`src/rtl/md_sequencer_pkg.sv`:
```
// Shared types and constants for the multiply/divide sequencer.
// Includes the execute-stage opcode decode that selects mult/div.
package md_sequencer_pkg;

  localparam int unsigned WIDTH_DEFAULT = 32;

  localparam logic [4:0] OP_ALU     = 5'b00000;
  localparam logic [4:0] ALUOP_MULT = 5'b00110;
  localparam logic [4:0] ALUOP_DIV  = 5'b00111;

  typedef enum logic [2:0] {
    StIdle,
    StPrep,
    StRun,
    StFixup,
    StDone
  } md_state_e;

  // Returns {is_mult, is_div} for an opcode/aluop pair.
  function automatic logic [1:0] md_decode(input logic [4:0] op, input logic [4:0] aluop);
    md_decode = {(op == OP_ALU) && (aluop == ALUOP_MULT),
                 (op == OP_ALU) && (aluop == ALUOP_DIV)};
  endfunction

endpackage

```
`src/rtl/md_sequencer_if.sv`:
```
// Start/operand/result bundle between the execute stage and the sequencer.
interface md_sequencer_if
  import md_sequencer_pkg::*;
#(
  parameter int unsigned WIDTH = WIDTH_DEFAULT
);

  logic             ctrl_mult;
  logic             ctrl_div;
  logic [WIDTH-1:0] operand_a;
  logic [WIDTH-1:0] operand_b;
  logic [WIDTH-1:0] result;
  logic             exception;
  logic             result_rdy;
  logic             busy;

  modport master (
    output ctrl_mult, ctrl_div, operand_a, operand_b,
    input  result, exception, result_rdy, busy
  );

  modport slave (
    input  ctrl_mult, ctrl_div, operand_a, operand_b,
    output result, exception, result_rdy, busy
  );

endinterface

```
`src/rtl/md_addsub.sv`:
```
// Adder/subtractor shared by the multiply and divide datapaths.
// Subtraction is a + ~b + 1.
module md_addsub #(
  parameter int unsigned WIDTH = 33
) (
  input  logic [WIDTH-1:0] a_i,
  input  logic [WIDTH-1:0] b_i,
  input  logic             sub_i,
  output logic [WIDTH-1:0] sum_o
);

  logic [WIDTH-1:0] b_eff;

  assign b_eff = sub_i ? ~b_i : b_i;
  assign sum_o = a_i + b_eff + {{(WIDTH-1){1'b0}}, sub_i};

endmodule

```
`src/rtl/md_sequencer.sv`:
```
// Multi-cycle signed multiply (shift-add) / divide (restoring) sequencer.
// hi_q/lo_q hold the double-width product, or remainder/quotient during divide.
module md_sequencer
  import md_sequencer_pkg::*;
#(
  parameter int unsigned WIDTH = WIDTH_DEFAULT
) (
  input logic           clock,
  input logic           reset_n,
  md_sequencer_if.slave bus
);

  localparam int unsigned CntW = $clog2(WIDTH) + 1;
  localparam logic [WIDTH-1:0] MinNeg = {1'b1, {(WIDTH-1){1'b0}}};

  md_state_e        state_q, state_d;
  logic [CntW-1:0]  cnt_q, cnt_d;
  logic             op_div_q, op_div_d;
  logic             sign_q, sign_d;
  logic [WIDTH-1:0] hi_q, hi_d;
  logic [WIDTH-1:0] lo_q, lo_d;
  logic [WIDTH-1:0] b_q, b_d;
  logic [WIDTH-1:0] result_q, result_d;
  logic             exc_q, exc_d;

  logic [WIDTH:0]   add_a, add_b, add_sum;
  logic             add_sub;
  logic             start_ok;

  md_addsub #(
    .WIDTH(WIDTH + 1)
  ) u_addsub (
    .a_i  (add_a),
    .b_i  (add_b),
    .sub_i(add_sub),
    .sum_o(add_sum)
  );

  assign start_ok = bus.ctrl_mult ^ bus.ctrl_div;

  // Operand steering into the single add/sub unit.
  always_comb begin
    add_a   = '0;
    add_b   = '0;
    add_sub = 1'b0;
    if (state_q == StRun) begin
      add_b = {1'b0, b_q};
      if (op_div_q) begin
        add_a   = {hi_q, lo_q[WIDTH-1]};
        add_sub = 1'b1;
      end else begin
        add_a = {1'b0, hi_q};
      end
    end else if (state_q == StFixup) begin
      // 0 - lo_q: conditional negate of the magnitude result
      add_b   = {1'b0, lo_q};
      add_sub = 1'b1;
    end
  end

  always_comb begin
    state_d  = state_q;
    cnt_d    = cnt_q;
    op_div_d = op_div_q;
    sign_d   = sign_q;
    hi_d     = hi_q;
    lo_d     = lo_q;
    b_d      = b_q;
    result_d = result_q;
    exc_d    = exc_q;

    unique case (state_q)
      StIdle: begin
        if (start_ok) begin
          state_d  = StPrep;
          op_div_d = bus.ctrl_div;
          lo_d     = bus.operand_a;
          b_d      = bus.operand_b;
          result_d = '0;
          exc_d    = 1'b0;
        end
      end

      StPrep: begin
        sign_d = lo_q[WIDTH-1] ^ b_q[WIDTH-1];
        lo_d   = lo_q[WIDTH-1] ? -lo_q : lo_q;
        b_d    = b_q[WIDTH-1] ? -b_q : b_q;
        hi_d   = '0;
        cnt_d  = '0;
        if (op_div_q && (b_q == '0)) begin
          exc_d   = 1'b1;
          state_d = StDone;
        end else begin
          state_d = StRun;
        end
      end

      StRun: begin
        if (op_div_q) begin
          // Negative trial difference means restore the shifted remainder.
          hi_d = add_sum[WIDTH] ? add_a[WIDTH-1:0] : add_sum[WIDTH-1:0];
          lo_d = {lo_q[WIDTH-2:0], ~add_sum[WIDTH]};
        end else if (lo_q[0]) begin
          {hi_d, lo_d} = {add_sum, lo_q[WIDTH-1:1]};
        end else begin
          {hi_d, lo_d} = {1'b0, hi_q, lo_q[WIDTH-1:1]};
        end
        if (cnt_q == CntW'(WIDTH - 1)) begin
          state_d = StFixup;
        end else begin
          cnt_d = cnt_q + 1'b1;
        end
      end

      StFixup: begin
        result_d = sign_q ? add_sum[WIDTH-1:0] : lo_q;
        if (op_div_q) begin
          // Only MinNeg / -1 yields a positive quotient of 2^(WIDTH-1).
          exc_d = ~sign_q & lo_q[WIDTH-1];
        end else begin
          exc_d = (hi_q != '0) || (lo_q[WIDTH-1] && !(sign_q && (lo_q == MinNeg)));
        end
        state_d = StDone;
      end

      StDone: begin
        state_d = StIdle;
      end

      default: begin
        state_d = StIdle;
      end
    endcase
  end

  always_ff @(posedge clock or negedge reset_n) begin
    if (!reset_n) begin
      state_q  <= StIdle;
      cnt_q    <= '0;
      op_div_q <= 1'b0;
      sign_q   <= 1'b0;
      hi_q     <= '0;
      lo_q     <= '0;
      b_q      <= '0;
      result_q <= '0;
      exc_q    <= 1'b0;
    end else begin
      state_q  <= state_d;
      cnt_q    <= cnt_d;
      op_div_q <= op_div_d;
      sign_q   <= sign_d;
      hi_q     <= hi_d;
      lo_q     <= lo_d;
      b_q      <= b_d;
      result_q <= result_d;
      exc_q    <= exc_d;
    end
  end

  assign bus.result     = result_q;
  assign bus.exception  = exc_q;
  assign bus.result_rdy = (state_q == StDone);
  assign bus.busy       = (state_q != StIdle);

endmodule

```
`src/flat_wrapper.sv`:
```
// flat-port wrapper written by rule: the top's interface ports become plain ports
module md_sequencer_flat import md_sequencer_pkg::*;
#(
  parameter int unsigned WIDTH = WIDTH_DEFAULT
)
  (clock, reset_n, bus_ctrl_mult, bus_ctrl_div, bus_operand_a, bus_operand_b, bus_result, bus_exception, bus_result_rdy, bus_busy);
  md_sequencer_if #(.WIDTH(WIDTH)) bus_i ();
  input logic clock;
  input logic reset_n;
  input wire logic [$bits(bus_i.ctrl_mult)-1:0] bus_ctrl_mult;
  input wire logic [$bits(bus_i.ctrl_div)-1:0] bus_ctrl_div;
  input wire logic [$bits(bus_i.operand_a)-1:0] bus_operand_a;
  input wire logic [$bits(bus_i.operand_b)-1:0] bus_operand_b;
  output wire logic [$bits(bus_i.result)-1:0] bus_result;
  output wire logic [$bits(bus_i.exception)-1:0] bus_exception;
  output wire logic [$bits(bus_i.result_rdy)-1:0] bus_result_rdy;
  output wire logic [$bits(bus_i.busy)-1:0] bus_busy;
  assign bus_i.ctrl_mult = bus_ctrl_mult;
  assign bus_i.ctrl_div = bus_ctrl_div;
  assign bus_i.operand_a = bus_operand_a;
  assign bus_i.operand_b = bus_operand_b;
  assign bus_result = bus_i.result;
  assign bus_exception = bus_i.exception;
  assign bus_result_rdy = bus_i.result_rdy;
  assign bus_busy = bus_i.busy;
  md_sequencer #(.WIDTH(WIDTH)) u_core (.clock(clock), .reset_n(reset_n), .bus(bus_i));
endmodule
```
`config.mk`:
```
export PLATFORM = sky130hd
export DESIGN_NAME = md_sequencer_flat
export DESIGN_NICKNAME = d
export VERILOG_FILES = /design/src/rtl/md_sequencer_pkg.sv /design/src/rtl/md_sequencer_if.sv /design/src/rtl/md_addsub.sv /design/src/rtl/md_sequencer.sv /design/src/flat_wrapper.sv
export SDC_FILE = /design/constraint.sdc
export NUM_CORES = 1
export LEC_CHECK = 0
export ABC_AREA = 1
export CAP_MARGIN = 30
export CELL_PAD_IN_SITES_DETAIL_PLACEMENT = 0
export CELL_PAD_IN_SITES_GLOBAL_PLACEMENT = 1
export CORE_ASPECT_RATIO = 0.9
export CORE_MARGIN = 10
export CORE_UTILIZATION = 43
export CTS_CLUSTER_DIAMETER = 200
export DETAILED_ROUTE_END_ITERATION = 16
export HOLD_SLACK_MARGIN = 0.1
export PLACE_DENSITY_LB_ADDON = 0.1
export SLEW_MARGIN = 20
export SYNTH_ARGS = -nofsm -noshare
export SYNTH_HDL_FRONTEND = slang
export SYNTH_SLANG_ARGS = --single-unit
```
`constraint.sdc`:
```
create_clock -name clock -period 4.4 [get_ports clock]
set_clock_uncertainty 0.05 [all_clocks]
set_input_delay 1.32 -clock clock [delete_from_list [all_inputs] [get_ports clock]]
set_output_delay 1.32 -clock clock [all_outputs]
set_load 0.03 [all_outputs]
```
== Yosys cells after proc, flatten, opt, wreduce, memory -nomap -nowiden ==
Index checks and enable logic that the tools add are counted.

* Bits in registers: 140
* Input bits: 68
* Output and inout bits: 35
* Logic and storage cells: 90

* Reduce and logical (&&, ||, !) cells: 23
* Equality and inequality tests: 12
* Add/sub/neg operators: 5
* Mux-type cells: 33
* Bitwise logic cells: 6

{| class="wikitable"
|+ Operator list
! operator !! count
|-
| 32-bit 2-to-1 mux || 12
|-
| 32-bit one-hot mux with 2 select lines || 3
|-
| 33-bit 2-to-1 mux || 4
|-
| 32-bit one-hot mux with 3 select lines || 1
|-
| 32-bit negator || 2
|-
| 33-bit by 1-bit adder with 33-bit output || 1
|-
| 33-bit adder || 1
|-
| 33-bit inverter || 1
|-
| 32-bit equality test, second input constant || 1
|-
| 32-bit logical NOT || 1
|-
| 32-bit nonzero test || 1
|-
| 3-bit one-hot mux with 4 select lines || 1
|-
| 6-bit one-hot mux with 2 select lines || 1
|-
| 2-bit AND reduction || 6
|-
| 3-bit 2-to-1 mux || 3
|-
| 3-bit AND reduction || 3
|-
| 3-bit nonzero test || 3
|-
| 2-bit by 1-bit != test with 1-bit output, second input constant || 4
|-
| 6-bit by 1-bit adder with 6-bit output, second input constant || 1
|-
| 3-bit by 2-bit equality test with 1-bit output, second input constant || 2
|-
| 6-bit by 5-bit equality test with 1-bit output, second input constant || 1
|-
| 1-bit 2-to-1 mux || 6
|-
| 6-bit 2-to-1 mux || 1
|-
| 2-bit nonzero test || 3
|-
| 11 further kinds || 16
|}

== Logic depth before layout (Yosys ltp) ==
* Word-level depth: 10
* Mapped depth: 26
* Gate-level depth less buffers: 23

== Modules after synthesis ==
A second synthesis with hierarchy kept.

* Cell total of the unflattened synthesis: 2015
* Area total of the unflattened synthesis: 12657.1 µm²

{| class="wikitable"
|+ By module, submodules not included
! module !! seq. area each (µm²) !! cells an instance !! area each (µm²) !! times used
|-
| md_sequencer || 3503.4 || 1514 || 10045.9 || 1
|-
| md_addsub || 0.0 || 501 || 2611.3 || 1
|}

== Least setup slack after synthesis ==
OpenSTA, ideal clock, no wires.

* Path type: register to register
* From: register u_core.state_q[2]
* To: register u_core.hi_q[0]
* Library setup time: 133 ps
* Setup slack: 990 ps
* Clock period less this slack: 3410 ps
* Cell stages (with the launch flop): 24
* Arrival: 3227 ps
* Buffers on the path: 3
* Required time: 4217 ps
* Cells stage by stage: dfrtp_1 -> inv_2 -> nand2_1 -> nor2_4 -> inv_2 -> buf_2 -> buf_1 -> o22ai_1 -> xor2_1 -> inv_1 -> fa_1 -> nand3_1 -> nand2_1 -> nand3_1 -> nand2_2 -> nand2_1 -> nand2_2 -> nand2_2 -> nand3_2 -> nand2_4 -> nand2_4 -> buf_6 -> a21oi_1 -> o22ai_1

* Word-level cells in the longest chain between the ends: 10
* Elaborated cells on any way between the ends: 17
* Those cells by class: add/sub: 2; eq/ne: 3; mux: 10; bitwise: 1; reduce/logical: 1

{| class="wikitable"
|+ RTL lines
! item !! line !! source
|-
| start, declared || md_sequencer.sv:16 || <nowiki>md_state_e state_q, state_d;</nowiki>
|-
| start signal, assigned || md_sequencer.sv:138 || <nowiki>state_q <= StIdle;</nowiki>
|-
| start signal, assigned || md_sequencer.sv:148 || <nowiki>state_q <= state_d;</nowiki>
|-
| 3-bit by 2-bit equality test with 1-bit output || md_sequencer.sv:54 || <nowiki>end else if (state_q == StFixup) begin</nowiki>
|-
| 32-bit 2-to-1 mux || md_sequencer.sv:54 ||
|-
| 33-bit 2-to-1 mux || md_sequencer.sv:46 || <nowiki>if (state_q == StRun) begin</nowiki>
|-
| 33-bit inverter || md_addsub.sv:14 || <nowiki>assign b_eff = sub_i ? ~b_i : b_i;</nowiki>
|-
| 33-bit 2-to-1 mux || md_addsub.sv:14 ||
|-
| 33-bit adder || md_addsub.sv:15 || <nowiki>assign sum_o = a_i + b_eff + {{(WIDTH-1){1'b0}}, sub_i};</nowiki>
|-
| 33-bit by 1-bit adder with 33-bit output || md_addsub.sv:15 ||
|-
| 32-bit 2-to-1 mux (on tied branches) || md_sequencer.sv:103, md_sequencer.sv:101 ||
|-
| 32-bit 2-to-1 mux || md_sequencer.sv:99 || <nowiki>if (op_div_q) begin</nowiki>
|-
| 32-bit one-hot mux with 2 select lines || md_sequencer.sv:72 || <nowiki>unique case (state_q)</nowiki>
|-
| end signal, assigned || md_sequencer.sv:152 || <nowiki>hi_q <= hi_d;</nowiki>
|-
| end, declared || md_sequencer.sv:20 || <nowiki>logic [WIDTH-1:0] hi_q, hi_d;</nowiki>
|}

Several ways; a longest one is shown, not always the timed one.
A chain may end at the register's enable or synchronous reset.

== Worst setup path after layout ==
* From: register u_core.state_q[0]
* To: register u_core.hi_q[3]

The elaborated chain is that of the path after synthesis.

==> flow_summary_export.csv <==
group,metric,value,unit
sta,setup_viol_count_final,0,
synth,yosysWarnings,0,
layout,seqCellArea,3500,sq um
global_route,grt_usage,28.2,%
critical_path,required,4660,ps
route,num_vias,13600,
route,drt_pass1_iterations,6,
sta,hold_viol_final,0,
floorplan,coreArea,27900,sq um
layout,nFillCells,2898,
synth,syn_inst,1810,
sta,rsz0062_at_grt,"false",
synth,synth_nets,1913,
global_route,grt_max_degree,91,
clock_network,cts_tree,"yes",
clock_network,cts_made_buffers,17,
synth,synth.distinct_cells,60,
power,p_leak,6.40,nW
power,vdd.ir_drop.worst,0.482,mV
clock_network,cts-hold-fix-buffers,0,
route,route.detailed.drc,0,
power,clkPwrFrac,11.2,%
floorplan,die_y,179,microns
floorplan,initial_core_util,43.5,%
floorplan,io_pins,103,
power,net-switching-power,8.12,mW
critical_path,reg2reg_slack,270,ps
clock_network,postCtsSetupBuffers,0,
hold_path,hold_path_end,"u_core.bus.result[4]",
sta,finalCritPeriodShare,93.8,%
sta,tns,0,ps
power,power-per-cell-area,983,nW/um^2
layout,nets,1995,
global_route,grt_pass1_vias,13000,
sta,holdWs,439,ps
critical_path,reg2reg_from,"u_core.state_q[0]",
route,post_drt_wl_per_cell,22.3,microns
power,intPower,5.96,mW
global_route,grt_overflow,0,
critical_path,critPathArrivalTime,4390,ps
layout,final_layout_size_suffix_gt1_share,8.04,%
route,drtAntennaViolNets,0,
global_route,antenna_found_initial,0,
critical_path,crit_path_end_kind,"flip-flop",
synth,syn_area,12100,sq um
sta,slew_headroom,37.6,%
sta,fmax,242,MHz
floorplan,die_w,197,microns
hold_path,whs_path_depth,2,
route,routed_via_density,6.02,
critical_path,start_kind,"flip-flop",
synth,synthArstFlopShare,100,%
synth,syn_avg_cell_area,6.70,sq um
run_status,status,"finished clean",
clock_network,cts.clk_slew.worst_paths,60,ps
route,totalWireLength,50.4,mm
route,drt_iter0_markers,1511,
layout,syn_to_final_growth,18.0,%
clock_network,htree_levels,4,
clock_network,clkSinkCount,140,
sta,fin_crit,4130,ps
power,swShare,57.7,%
global_route,grt_pass1_wl,77.5,mm
hold_path,worstHoldStart,"u_core.bus.result[4]",
layout,antenna_cells,0,
sta,slew_viol_final,0,
critical_path,rr_endpoint,"u_core.hi_q[3]",
floorplan,row_count,58,
placement,dp_hpwl,38.7,mm
power,power_frac_seq,18.3,%
clock_network,cts.path.max_buffers,2,
synth,synth-seq-cells,140,
critical_path,worst-setup-path-type,"reg2reg",
hold_path,hold_class,"reg2reg",
critical_path,rr_worst_depth,21,
critical_path,cp_max_fo,21,
floorplan,die_area,35300,sq um
placement,portBuffers,102,
synth,synth_ff_type,"dfrtp_1",
clock_network,cts-resized-gates,0,
power,combPwrFrac,70.5,%
placement,place_congestion,0.953,
clock_network,cts_root_buf,"clkbuf_16",
clock_network,clk_latency,440,ps
synth,synth-seq-area-share,28.9,%
flow_run,maxCapViolCount,0,
layout,multi_input_area,7500,sq um
sta,worst_slew_pin_slew,932,ps
synth,synth_edf_count,0,
worst max-delay path: stages (launching register included):
cell	delay, ps
dfrtp_1	410
inv_2	80
nor2_2	50
nand2_2	70
inv_2	50
nor2_4	540
buf_16	250
xor2_1	170
inv_1	110
ha_1	370
a21o_1	240
a21oi_1	160
nand2_2	90
nand2_1	110
nand2_2	100
nand2_2	120
nand3_2	120
nand2_4	160
nand2_4	230
buf_4	290
o211ai_2	130
o21ai_1	80
per-layer routing:
| layer | wire length, microns | global-route usage, % |
|---|---|---|
| met5 | 0 | 0 |
| met3 | 4730 | 6.20 |
| met4 | 2080 | 12.5 |
| met2 | 21500 | 42.5 |
| met1 | 22100 | 38.3 |
cell type report:
cell class / count / share of cell area, %
multi-input combinational: 1380 / 52.4
sequential: 140 / 24.5
timing repair buffer: 147 / 10.2
inverter: 206 / 5.42
clock buffer: 20 / 3.19
tap: 360 / 3.14
clock inverter: 11 / 1.17
synthesized netlist by cell type (all sizes together), types with 2 or more instances:
cell type	number	area (sq um)
a211oi	34	255
a32oi	11	96.3
nand2	357	1390
nor3	22	120
a221oi	2	17.5
or2	8	50.1
inv	206	776
nor2	196	815
a21oi	175	887
nand3b	6	45.0
o221ai	5	43.8
nor3b	2	15.0
o21ai	174	875
a32o	4	40.0
clkbuf	50	188
nand3	111	576
a31oi	9	62.6
o21bai	8	60.1
o31ai	5	37.5
nand4	27	169
o21a	3	22.5
buf	34	184
a41oi	7	61.3
a21o	8	60.1
nor4	20	125
o211ai	20	205
xor2	42	368
xnor2	11	96.3
o22ai	35	219
dfrtp	140	3500
and2	2	12.5
a22oi	36	270
ha	34	425
worst max path at each step:
| stage | cells past startpoint | slack [ps] | from | to |
|---|---|---|---|---|
| 2_1_floorplan | 23 | 990 | u_core.state_q[2] | u_core.hi_q[0] |
| 5_1_grt | 21 | 10 | u_core.state_q[1] | u_core.hi_q[3] |
| 6_report | 21 | 270 | u_core.state_q[0] | u_core.hi_q[3] |
| 4_1_cts | 21 | 330 | u_core.state_q[0] | u_core.hi_q[3] |
| 3_3_place_gp | 20 | 200 | u_core.state_q[0] | u_core.hi_q[3] |
| 3_5_place_dp | 21 | 340 | u_core.state_q[0] | u_core.hi_q[3] |
power by group through the flow:
| stage | clock [mW] | combinational (mW) | sequential (mW) |
|---|---|---|---|
| final | 1.58 | 9.93 | 2.57 |
| after global routing | 1.64 | 10.8 | 2.64 |
| after detailed placement | 0 | 9.72 | 2.56 |
| after floorplan | 0 | 6.39 | 2.53 |
| after global placement | 0 | 9.60 | 2.56 |
| after CTS | 1.59 | 9.76 | 2.54 |
cell families (layout without fill, tap and decap cells):
logic type	Yosys count	in the layout	share of synthesized area, %
xor+xnor	53	53	3.83
compound gates	539	539	26.7
buf+inv	290	384	9.46
flops	140	140	28.9
simple gates	753	753	27.5
fa+ha+maj	35	35	3.67
sequential cells by signal, summed over array words and instances, names as in the netlist:
register,flops
u_core.op_div_q,1
u_core.bus.exception,1
u_core.bus.result,32
u_core.cnt_q,6
u_core.hi_q,32
u_core.state_q,3
u_core.b_q,32
u_core.sign_q,1
u_core.lo_q,32
cells in the final DEF, fill, tap and decap left out, types with 5 or more instances in the layout:
cell type,n
o21bai_1,8
o21ai_1,29
nor3_1,20
nand4_1,27
dfrtp_1,139
nor2_2,12
nor2_4,6
nand3_1,107
a21o_1,8
o21ai_0,144
nand2_1,340
a31oi_1,8
o22ai_1,35
clkdlybuf4s50_1,101
buf_4,37
o211ai_1,9
nand3b_1,6
a32oi_1,11
nand2_2,15
xnor2_1,11
o31ai_1,5
o211ai_2,11
a22oi_1,36
inv_1,192
o221ai_1,5
a41oi_1,7
a211oi_1,34
ha_1,34
clkbuf_16,17
inv_2,13
nor4_1,20
a21oi_1,172
xor2_1,42
nor2_1,177
metrics by stage:
stage | instance area, sq um | cells | setup slack (ps) | power, mW | util (%)
6_report | 14300 | 2264 | 274 | 14.1 | 51.4
3_3_place_gp | 13600 | 2229 | 205 | 12.2 | 48.9
3_5_place_dp | 13700 | 2231 | 340 | 12.3 | 49.0
5_1_grt | 14300 | 2264 | 10.8 | 15.1 | 51.4
2_1_floorplan | 12100 | 1810 | 990 | 8.92 | -
4_1_cts | 14300 | 2262 | 333 | 13.9 | 51.2
(Power assumes the default switching activity.)
